[src/rtl/vga_fb_arbiter.sv]
// vga_fb_arbiter
// Shares one single-port synchronous framebuffer RAM between the scanout
// fetch (display) and the CPU/draw-engine port (host).
//
// Ports
//   clk, rst                 pixel clock, asynchronous active-high reset
//   blank                    1 while the timing generator is in h/v blanking
//   disp_req/addr            display read request
//   disp_gnt                 display accepted this cycle (combinational)
//   disp_rvalid/rdata        display read return, two cycles after grant
//   host_req/we/addr/wdata   host read or write request
//   host_gnt                 host accepted this cycle (combinational)
//   host_rvalid/rdata        host read return, two cycles after grant
//   mem_en/we/addr/wdata     registered RAM command, one cycle after grant
//   mem_rdata                RAM read data, one cycle after a read command
//
// Priority: host first while blanking or when the host has been denied
// HOST_MAX_WAIT consecutive cycles in active video; display first otherwise.
module vga_fb_arbiter #(
    parameter int AW            = 17,
    parameter int DW            = 12,
    parameter int HOST_MAX_WAIT = 8
) (
    input  logic          clk,
    input  logic          rst,
    input  logic          blank,
    input  logic          disp_req,
    input  logic [AW-1:0] disp_addr,
    output logic          disp_gnt,
    output logic          disp_rvalid,
    output logic [DW-1:0] disp_rdata,
    input  logic          host_req,
    input  logic          host_we,
    input  logic [AW-1:0] host_addr,
    input  logic [DW-1:0] host_wdata,
    output logic          host_gnt,
    output logic          host_rvalid,
    output logic [DW-1:0] host_rdata,
    output logic          mem_en,
    output logic          mem_we,
    output logic [AW-1:0] mem_addr,
    output logic [DW-1:0] mem_wdata,
    input  logic [DW-1:0] mem_rdata
);

    // A zero-width counter is not legal, so the disabled guard keeps one bit.
    localparam int WCW = (HOST_MAX_WAIT > 0) ? $clog2(HOST_MAX_WAIT + 1) : 1;
    localparam logic [WCW-1:0] WAIT_MAX = WCW'(HOST_MAX_WAIT);

    // Tag carried alongside each access until its data returns.
    typedef struct packed {
        logic valid;
        logic host;
        logic read;
    } tag_t;

    logic [WCW-1:0] wait_cnt_r;
    logic           force_s;
    logic           host_first_s;
    logic           disp_gnt_s;
    logic           host_gnt_s;
    logic           mem_en_r;
    logic           mem_we_r;
    logic [AW-1:0]  mem_addr_r;
    logic [DW-1:0]  mem_wdata_r;
    tag_t           tag_r;
    logic           disp_rvalid_r;
    logic           host_rvalid_r;

    // Grant selection from the current-cycle requests; nothing is granted in reset.
    always_comb begin
        force_s      = (HOST_MAX_WAIT != 0) && (wait_cnt_r >= WAIT_MAX);
        host_first_s = blank | force_s;
        disp_gnt_s   = 1'b0;
        host_gnt_s   = 1'b0;
        if (rst) begin
            disp_gnt_s = 1'b0;
            host_gnt_s = 1'b0;
        end else if (host_first_s) begin
            host_gnt_s = host_req;
            disp_gnt_s = disp_req & ~host_req;
        end else begin
            disp_gnt_s = disp_req;
            host_gnt_s = host_req & ~disp_req;
        end
    end

    // Host starvation counter: counts consecutive denied host cycles, saturating.
    // A granted host clears it, so a forced grant only lasts one cycle.
    always_ff @(posedge clk or posedge rst) begin
        if (rst) begin
            wait_cnt_r <= '0;
        end else if (host_gnt_s || !host_req) begin
            wait_cnt_r <= '0;
        end else if (wait_cnt_r < WAIT_MAX) begin
            wait_cnt_r <= wait_cnt_r + WCW'(1);
        end else begin
            wait_cnt_r <= wait_cnt_r;
        end
    end

    // Issue stage: register the granted command toward the RAM.
    // Address and write data hold their last values when idle.
    always_ff @(posedge clk or posedge rst) begin
        if (rst) begin
            mem_en_r    <= 1'b0;
            mem_we_r    <= 1'b0;
            mem_addr_r  <= '0;
            mem_wdata_r <= '0;
        end else begin
            mem_en_r <= disp_gnt_s | host_gnt_s;
            mem_we_r <= host_gnt_s & host_we;
            if (host_gnt_s) begin
                mem_addr_r  <= host_addr;
                mem_wdata_r <= host_wdata;
            end else if (disp_gnt_s) begin
                mem_addr_r  <= disp_addr;
                mem_wdata_r <= mem_wdata_r;
            end else begin
                mem_addr_r  <= mem_addr_r;
                mem_wdata_r <= mem_wdata_r;
            end
        end
    end

    // Tag pipeline: stage one travels with the issued command, stage two is
    // the per-owner rvalid aligned with the RAM read data. Writes never return.
    always_ff @(posedge clk or posedge rst) begin
        if (rst) begin
            tag_r         <= '0;
            disp_rvalid_r <= 1'b0;
            host_rvalid_r <= 1'b0;
        end else begin
            tag_r.valid   <= disp_gnt_s | host_gnt_s;
            tag_r.host    <= host_gnt_s;
            tag_r.read    <= ~(host_gnt_s & host_we);
            disp_rvalid_r <= tag_r.valid & tag_r.read & ~tag_r.host;
            host_rvalid_r <= tag_r.valid & tag_r.read & tag_r.host;
        end
    end

    assign disp_gnt    = disp_gnt_s;
    assign host_gnt    = host_gnt_s;
    assign mem_en      = mem_en_r;
    assign mem_we      = mem_we_r;
    assign mem_addr    = mem_addr_r;
    assign mem_wdata   = mem_wdata_r;
    assign disp_rvalid = disp_rvalid_r;
    assign host_rvalid = host_rvalid_r;
    // Read data is a pass-through; only the owner's rvalid qualifies it.
    assign disp_rdata  = mem_rdata;
    assign host_rdata  = mem_rdata;

endmodule
[config.mk]
export PLATFORM = sky130hd
export DESIGN_NAME = vga_fb_arbiter
export DESIGN_NICKNAME = d
export VERILOG_FILES = /design/src/rtl/vga_fb_arbiter.sv
export SDC_FILE = /design/constraint.sdc
export NUM_CORES = 1
export LEC_CHECK = 0
export CORE_UTILIZATION = 39
export CTS_CLUSTER_SIZE = 24
export DETAILED_ROUTE_END_ITERATION = 16
export GPL_TIMING_DRIVEN = 0
export HOLD_SLACK_MARGIN = 0.06
export MAX_ROUTING_LAYER = met4
export PLACE_DENSITY = 0.84
export SLEW_MARGIN = 10
export SYNTH_ARGS = -nofsm -noshare
export SYNTH_HDL_FRONTEND = slang
export SYNTH_SLANG_ARGS = --single-unit
[constraint.sdc]
create_clock -name clk -period 5.4 [get_ports clk]
set_input_delay 0.81 -clock clk [delete_from_list [all_inputs] [get_ports clk]]
set_output_delay 0.81 -clock clk [all_outputs]
set_load 0.01 [all_outputs]
==> results.md, run 1 <==
* Deepest clock path buffer count at 2
* Rel. slew slack at 0.6815
* CP peak stage delay at 500 ps
* Antenna-violating nets left at 0
* Final Cycle Share at 0.6722
* Avg WL per Cell at 13.21 µm
* DR pass1 iterations at 4
* Share of layout cells above drive strength 1 at 0.1800
* Layout Cells excl Fill at 367
* Crit path cell chain: clkdlybuf4s50_1 > or3b_1 > buf_6 > and3_4 > buf_6 > buf_2 > clkdlybuf4s50_1
* Routability cong. at 0.6908
* Slew Viols, Final at 0
* Top delay family on crit path: buffers and inverters
* Total congestion overflow at 0
* Port bufs at 110
* Worst-skew pair later-pin latency at 290 ps
* Mapped Cells at 181
* Die span in y at 72.47 µm
* Post-synth cell types at 27
* Seq cells post-synth at 39
* Post-CTS Setup Bufs at 0
* Pwr Density at 260.7 mW/mm²
* DR vias/cell at 4.744
* Min Tclk post-route at 3630 ps
* Worst-path fanout max at 11
* Worst path slowest cell: clkdlybuf4s50_1
* GRT Util Overall at 0.1914
* CTS Hold Bufs at 0
* Filler cell count at 384
* Leak at 1.400 nW
* Die X at 72.47 µm
* Outcome: complete, no violations
* Clock sink count at 39
* Core Util, Final at 0.6847
* Worst hold path type: reg2reg
* RSZ-0062 raised after global routing: false
* Sequential fraction of the synthesis area at 0.5039
* VDD IR-drop max at 0.1636 mV
* Largest net degree at the start of global routing at 34
* CTS tree: built
* Count of final setup violators at 0
* Die ar. at 0.005252 mm²
* WP data required at 4590 ps
* Setup TNS at 0 ps
* Slew @ Worst Pin at 477.7 ps
* Detailed router's first-iteration violation count at 63
* Placed cells at 359
* Area Growth Syn to Fin at 68.09%
* Residual DRC at 0
* Yosys synthesis warning count at 0
* Final-report hold violation count at 0
* Fmax at 275.5 MHz
* Via count at 1,741
* Setup Skew at 2.665 ps
* CTS resizes at 0
* Initial antenna violation count at 0
* Root buf cell: clkbuf_8
* Core ar. at 0.004755 mm²
* Post-Syn Area at 0.001937 mm²
* Initial core utilization at 0.4074
* WP buf/inv at 5
* Number of global-route vias before repair at 1,771
* H-tree Lvls at 2
* HPWL after DPL at 3586 µm
* Routed wire length at 4848 µm
* Diodes inserted at 0
* Worst R2R Setup Slack at 3500 ps
* Syn Area/Cell at 10.70 µm²
* Worst Path Arrival at 2820 ps
* CTS Buf Count at 5
* CP Launch Type: primary input
* Syn Nets at 247
* Fin nets at 365
* Clk pin slew, worst setup/hold paths at 80 ps
* WS Path Type: in2out
* First-pass GRT wire length at 7679 µm
* Critical Path Sink Type: output port
* IO Pins at 123
* Rows at 25
* # Max-Cap Violations at 0
==> cells in the final DEF (no fill, tap or decap), types with 2 or more instances in the layout <==
master and n:
clkbuf_8 5, nand4_1 17, buf_6 2, ha_1 2
nand2_1 36, and3_1 2, nor2_1 5, clkbuf_1 6
clkdlybuf4s50_1 110, o211ai_1 17, mux2_4 10, dfrtp_1 39
mux2_2 2, inv_1 3, buf_4 24, buf_2 2
==> where the power goes <==
group	total (W)	internal (W)	leakage [nW]	switching (W)
combinational	0.000254	0.000163	0.868	0.0000914
sequential	0.000350	0.000330	0.474	0.0000205
clock	0.000244	0.000138	0.0581	0.000107
==> cell type report <==
class                      instances  area, µm²  share of cell area
clock buffer                       5      68.82             0.02114
timing repair buffer             111       1121              0.3444
inverter                           4      15.01            0.004612
sequential                        39      975.9              0.2998
tap                               67      83.83             0.02575
multi-input combinational        102      691.9              0.2125
clock inverter                     3      43.79             0.01345
buffer                            36      255.2             0.07840
==> flip-flops by register name (all words and copies together) (netlist names) <==
register,flops
mem_we,1
wait_cnt_r,4
host_rvalid,1
mem_wdata,12
mem_addr,17
disp_rvalid,1
tag_r,3
==> worst paths after layout <==
kind,cells past startpoint,start,endpoint
setup / recovery,7,disp_req,host_gnt
hold / removal,1,tag_r[1],disp_rvalid
setup reg to reg,6,wait_cnt_r[3],mem_wdata[1]
hold reg to reg,1,tag_r[1],disp_rvalid
max in group asynchronous,4,rst,mem_addr[5]
min in group asynchronous,3,rst,mem_addr[16]
==> routing by layer <==
metal,track usage,share of wire,up-vias
li1,-,-,832
met1,0.2296,0.44,836
met2,0.3261,0.49,71
met3,0.05278,0.068,2
met4,0.03268,0.0014,0
met5,-,0,-
==> cell usage after synthesis <==
master	n	share of area
dfrtp_1	39	0.50
nand2_1	36	0.070
buf_4	24	0.093
nand4_1	17	0.055
o211ai_1	17	0.066
mux2_4	10	0.078
clkbuf_1	7	0.014
nor2_1	5	0.0097
inv_1	3	0.0058
and3_1	2	0.0065
buf_2	2	0.0052
buf_6	2	0.012
ha_1	2	0.013
mux2_2	2	0.012
a21bo_2	1	0.0052
a31oi_1	1	0.0032
and2_1	1	0.0032
and2b_1	1	0.0039
and3_4	1	0.0058
buf_8	1	0.0077
clkinv_1	1	0.0019
mux2i_1	1	0.0052
o21ai_0	1	0.0026
o21bai_2	1	0.0058
or3b_1	1	0.0045
xnor2_1	1	0.0045
xor2_1	1	0.0045
==> through the flow <==
step | setup WS, ps | power [W] | cell area (µm²) | hold slack, ps
2_1_floorplan | 1973 | 0.0004618 | 1937 | 393.5
5_1_grt | 1718 | 0.0008877 | 3256 | 461.9
6_report | 1770 | 0.0008489 | 3256 | 413.8
3_5_place_dp | 1765 | 0.0006113 | 3143 | 404.5
3_3_place_gp | 536.9 | 0.0006043 | 3122 | 397.9
4_1_cts | 1761 | 0.0008571 | 3256 | 415.9
==> cells by family after synthesis <==
group / share of synthesized area
mux: 0.09431
compound gates: 0.08269
simple gates: 0.1583
fa+ha+maj: 0.01292
xor+xnor: 0.009046
flops: 0.5039
buf+inv: 0.1389
Power figures use the tool's default switching activity.
==> run 2, diff against run 1 <==
Settings changed: CORE_UTILIZATION 39 to 37, PLACE_DENSITY 0.84 to 0.8.
Clock period 5.4 ns to 3.6 ns, I/O delays scaled along.
==> results.md, run 2 (synthesis gave the netlist of run 1 again) <==
* Die ar. at 0.005528 mm²
* Routed wire length at 4903 µm
* CTS resizes at 0
* Pwr Density at 390.0 mW/mm²
* Share of layout cells above drive strength 1 at 0.1800
* Hold WS at 427.6 ps
* Placed instance area at 0.003143 mm²
* Worst-path fanout max at 11
* Clk pin slew, worst setup/hold paths at 80 ps
* Comb power frac at 0.300
* Diodes inserted at 0
* DR pass1 iterations at 4
* VDD IR-drop max at 0.2026 mV
* Fin nets at 365
* GRT Util Overall at 0.1917
* Fmax at 322.2 MHz
* Worst slack at placement at 482.3 ps
* Final Cycle Share at 0.8623
* Rows at 25
* Slew Viols, Final at 0
* Net Switching at 0.0003242 W
* Worst hold path type: reg2reg
* Total congestion overflow at 0
* Via count at 1,713
* Worst Path Arrival at 2560 ps
* Detailed router's first-iteration violation count at 68
* RSZ-0062 raised after global routing: false
* H-tree Lvls at 2
* WS Path Type: in2out
* Commonest non-fill, non-tap cell in the layout: clkdlybuf4s50_1
* Reg2Reg Depth at 6
* # Max-Cap Violations at 0
* WP depth at 7
* Slew @ Worst Pin at 479.2 ps
* Worst-skew pair later-pin latency at 290 ps
* Setup TNS at 0 ps
* DR vias/cell at 4.668
* Filler cell count at 415
* Switching part of the total power at 0.2553
* Max FFs per register at 17
* Initial antenna violation count at 0
* Final-report hold violation count at 0
* Final Instance Area at 0.003256 mm²
* Die span in y at 74.35 µm
* Port bufs at 110
* Critical Path Sink Type: output port
* Worst path slowest cell: clkdlybuf4s50_1
* Count of final setup violators at 0
* Top delay family on crit path: buffers and inverters
* CP Launch Type: primary input
* Worst Slack Setup Final at 495.9 ps
* CP peak stage delay at 510 ps
* Part of the power in registers at 0.414
* Pint at 0.0009454 W
* CTS Buf Count at 5
* CTS tree: built
* Rel. slew slack at 0.6805
* Hold path depth at 1
* Avg WL per Cell at 13.36 µm
* Post-CTS Setup Bufs at 0
* Core ar. at 0.004880 mm²
* Clock sink count at 39
* Crit path cell chain: clkdlybuf4s50_1 > or3b_1 > buf_6 > and3_4 > buf_6 > buf_2 > clkdlybuf4s50_1
* Initial core utilization at 0.3969
* Setup Skew at 5.516 ps
* Root buf cell: clkbuf_8
* CTS Hold Bufs at 0
* Routability cong. at 0.6917
* Largest net degree at the start of global routing at 36
* Deepest clock path buffer count at 2
* IO Pins at 123
* Most frequent cells in the layout: clkdlybuf4s50_1 (110), dfrtp_1 (39), nand2_1 (36)
* Outcome: complete, no violations
* Die X at 74.35 µm
* Leak at 1.400 nW
* Residual DRC at 0
* WP buf/inv at 5
* Core Util, Final at 0.6672
* Min Tclk post-route at 3104 ps
* Clock Power Share at 0.286
* Antenna-violating nets left at 0
* Number of global-route vias before repair at 1,719
* First-pass GRT wire length at 7734 µm
* WP data required at 3060 ps
* Area Growth Syn to Fin at 68.09%
* HPWL after DPL at 3710 µm
[run 2: cell counts in the layout (fill, tap and decap cells not counted)]
No cell type changed its count.
[run 2: path summary, 6_finish.rpt]
| path | start | end | slack, ps |
|---|---|---|---|
| max | disp_req | host_gnt | 500 |
| min | tag_r[1] | disp_rvalid | 430 |
| max reg2reg | wait_cnt_r[3] | mem_wdata[9] | 1750 |
| min reg2reg | tag_r[1] | disp_rvalid | 430 |
| max in group asynchronous | rst | mem_addr[6] | 2400 |
| min in group asynchronous | rst | wait_cnt_r[3] | 700 |
[run 2: cell type report]
type                            instances  area, µm²  area share
Timing Repair Buffer                  111       1121      0.3444
Multi-Input combinational cell        102      691.9      0.2125
Buffer                                 36      255.2     0.07840
Clock buffer                            5      68.82     0.02114
Clock inverter                          3      43.79     0.01345
Tap cell                               67      83.83     0.02575
Sequential cell                        39      975.9      0.2998
Inverter                                4      15.01    0.004612
[run 2: through the flow]
step           std cells  power [W]
2_1_floorplan        181  0.0006927
3_3_place_gp         358  0.0009075
3_5_place_dp         359  0.0009185
4_1_cts              367   0.001285
5_1_grt              367   0.001336
6_report             367   0.001270
[run 2: routing by layer]
metal	share of wire	vias to the layer above	track usage	wire (µm)
met3	0.071	11	0.05014	346
met1	0.42	790	0.2309	2063
met5	0	-	-	0
met4	0.022	0	0.07128	108
li1	-	834	-	-
met2	0.49	78	0.3091	2385
[run 2: power by group through the flow]
stage / clock network [W] / registers (W) / logic (W)
after detailed placement: 0 / 0.000534 / 0.000385
after global routing: 0.000393 / 0.000532 / 0.000411
after floorplan: 0 / 0.000559 / 0.000134
final: 0.000363 / 0.000525 / 0.000381
after CTS: 0.000373 / 0.000526 / 0.000387
after global placement: 0 / 0.000531 / 0.000377
==> run 3, diff against run 2 <==
--- a/config.mk
+++ b/config.mk
@@ -7,8 +7,8 @@
 export LEC_CHECK = 0
 export CORE_UTILIZATION = 37
-export CTS_CLUSTER_SIZE = 24
+export CTS_CLUSTER_SIZE = 10
 export DETAILED_ROUTE_END_ITERATION = 16
 export GPL_TIMING_DRIVEN = 0
-export HOLD_SLACK_MARGIN = 0.06
+export HOLD_SLACK_MARGIN = 0.08
 export MAX_ROUTING_LAYER = met4
 export PLACE_DENSITY = 0.8
==> constraint.sdc (replaced) <==
create_clock -name clk -period 3.6 [get_ports clk]
set_input_delay 0.36 -clock clk [delete_from_list [all_inputs] [get_ports clk]]
set_output_delay 0.36 -clock clk [all_outputs]
set_load 0.01 [all_outputs]
==> results of run 3 <==
Same layout as run 2 (identical final DEF). Status: complete, no violations.
Main changes from that run: setup slack after placement 482.3 ps -> 842.3 ps; setup slack after layout 495.9 ps -> 855.9 ps
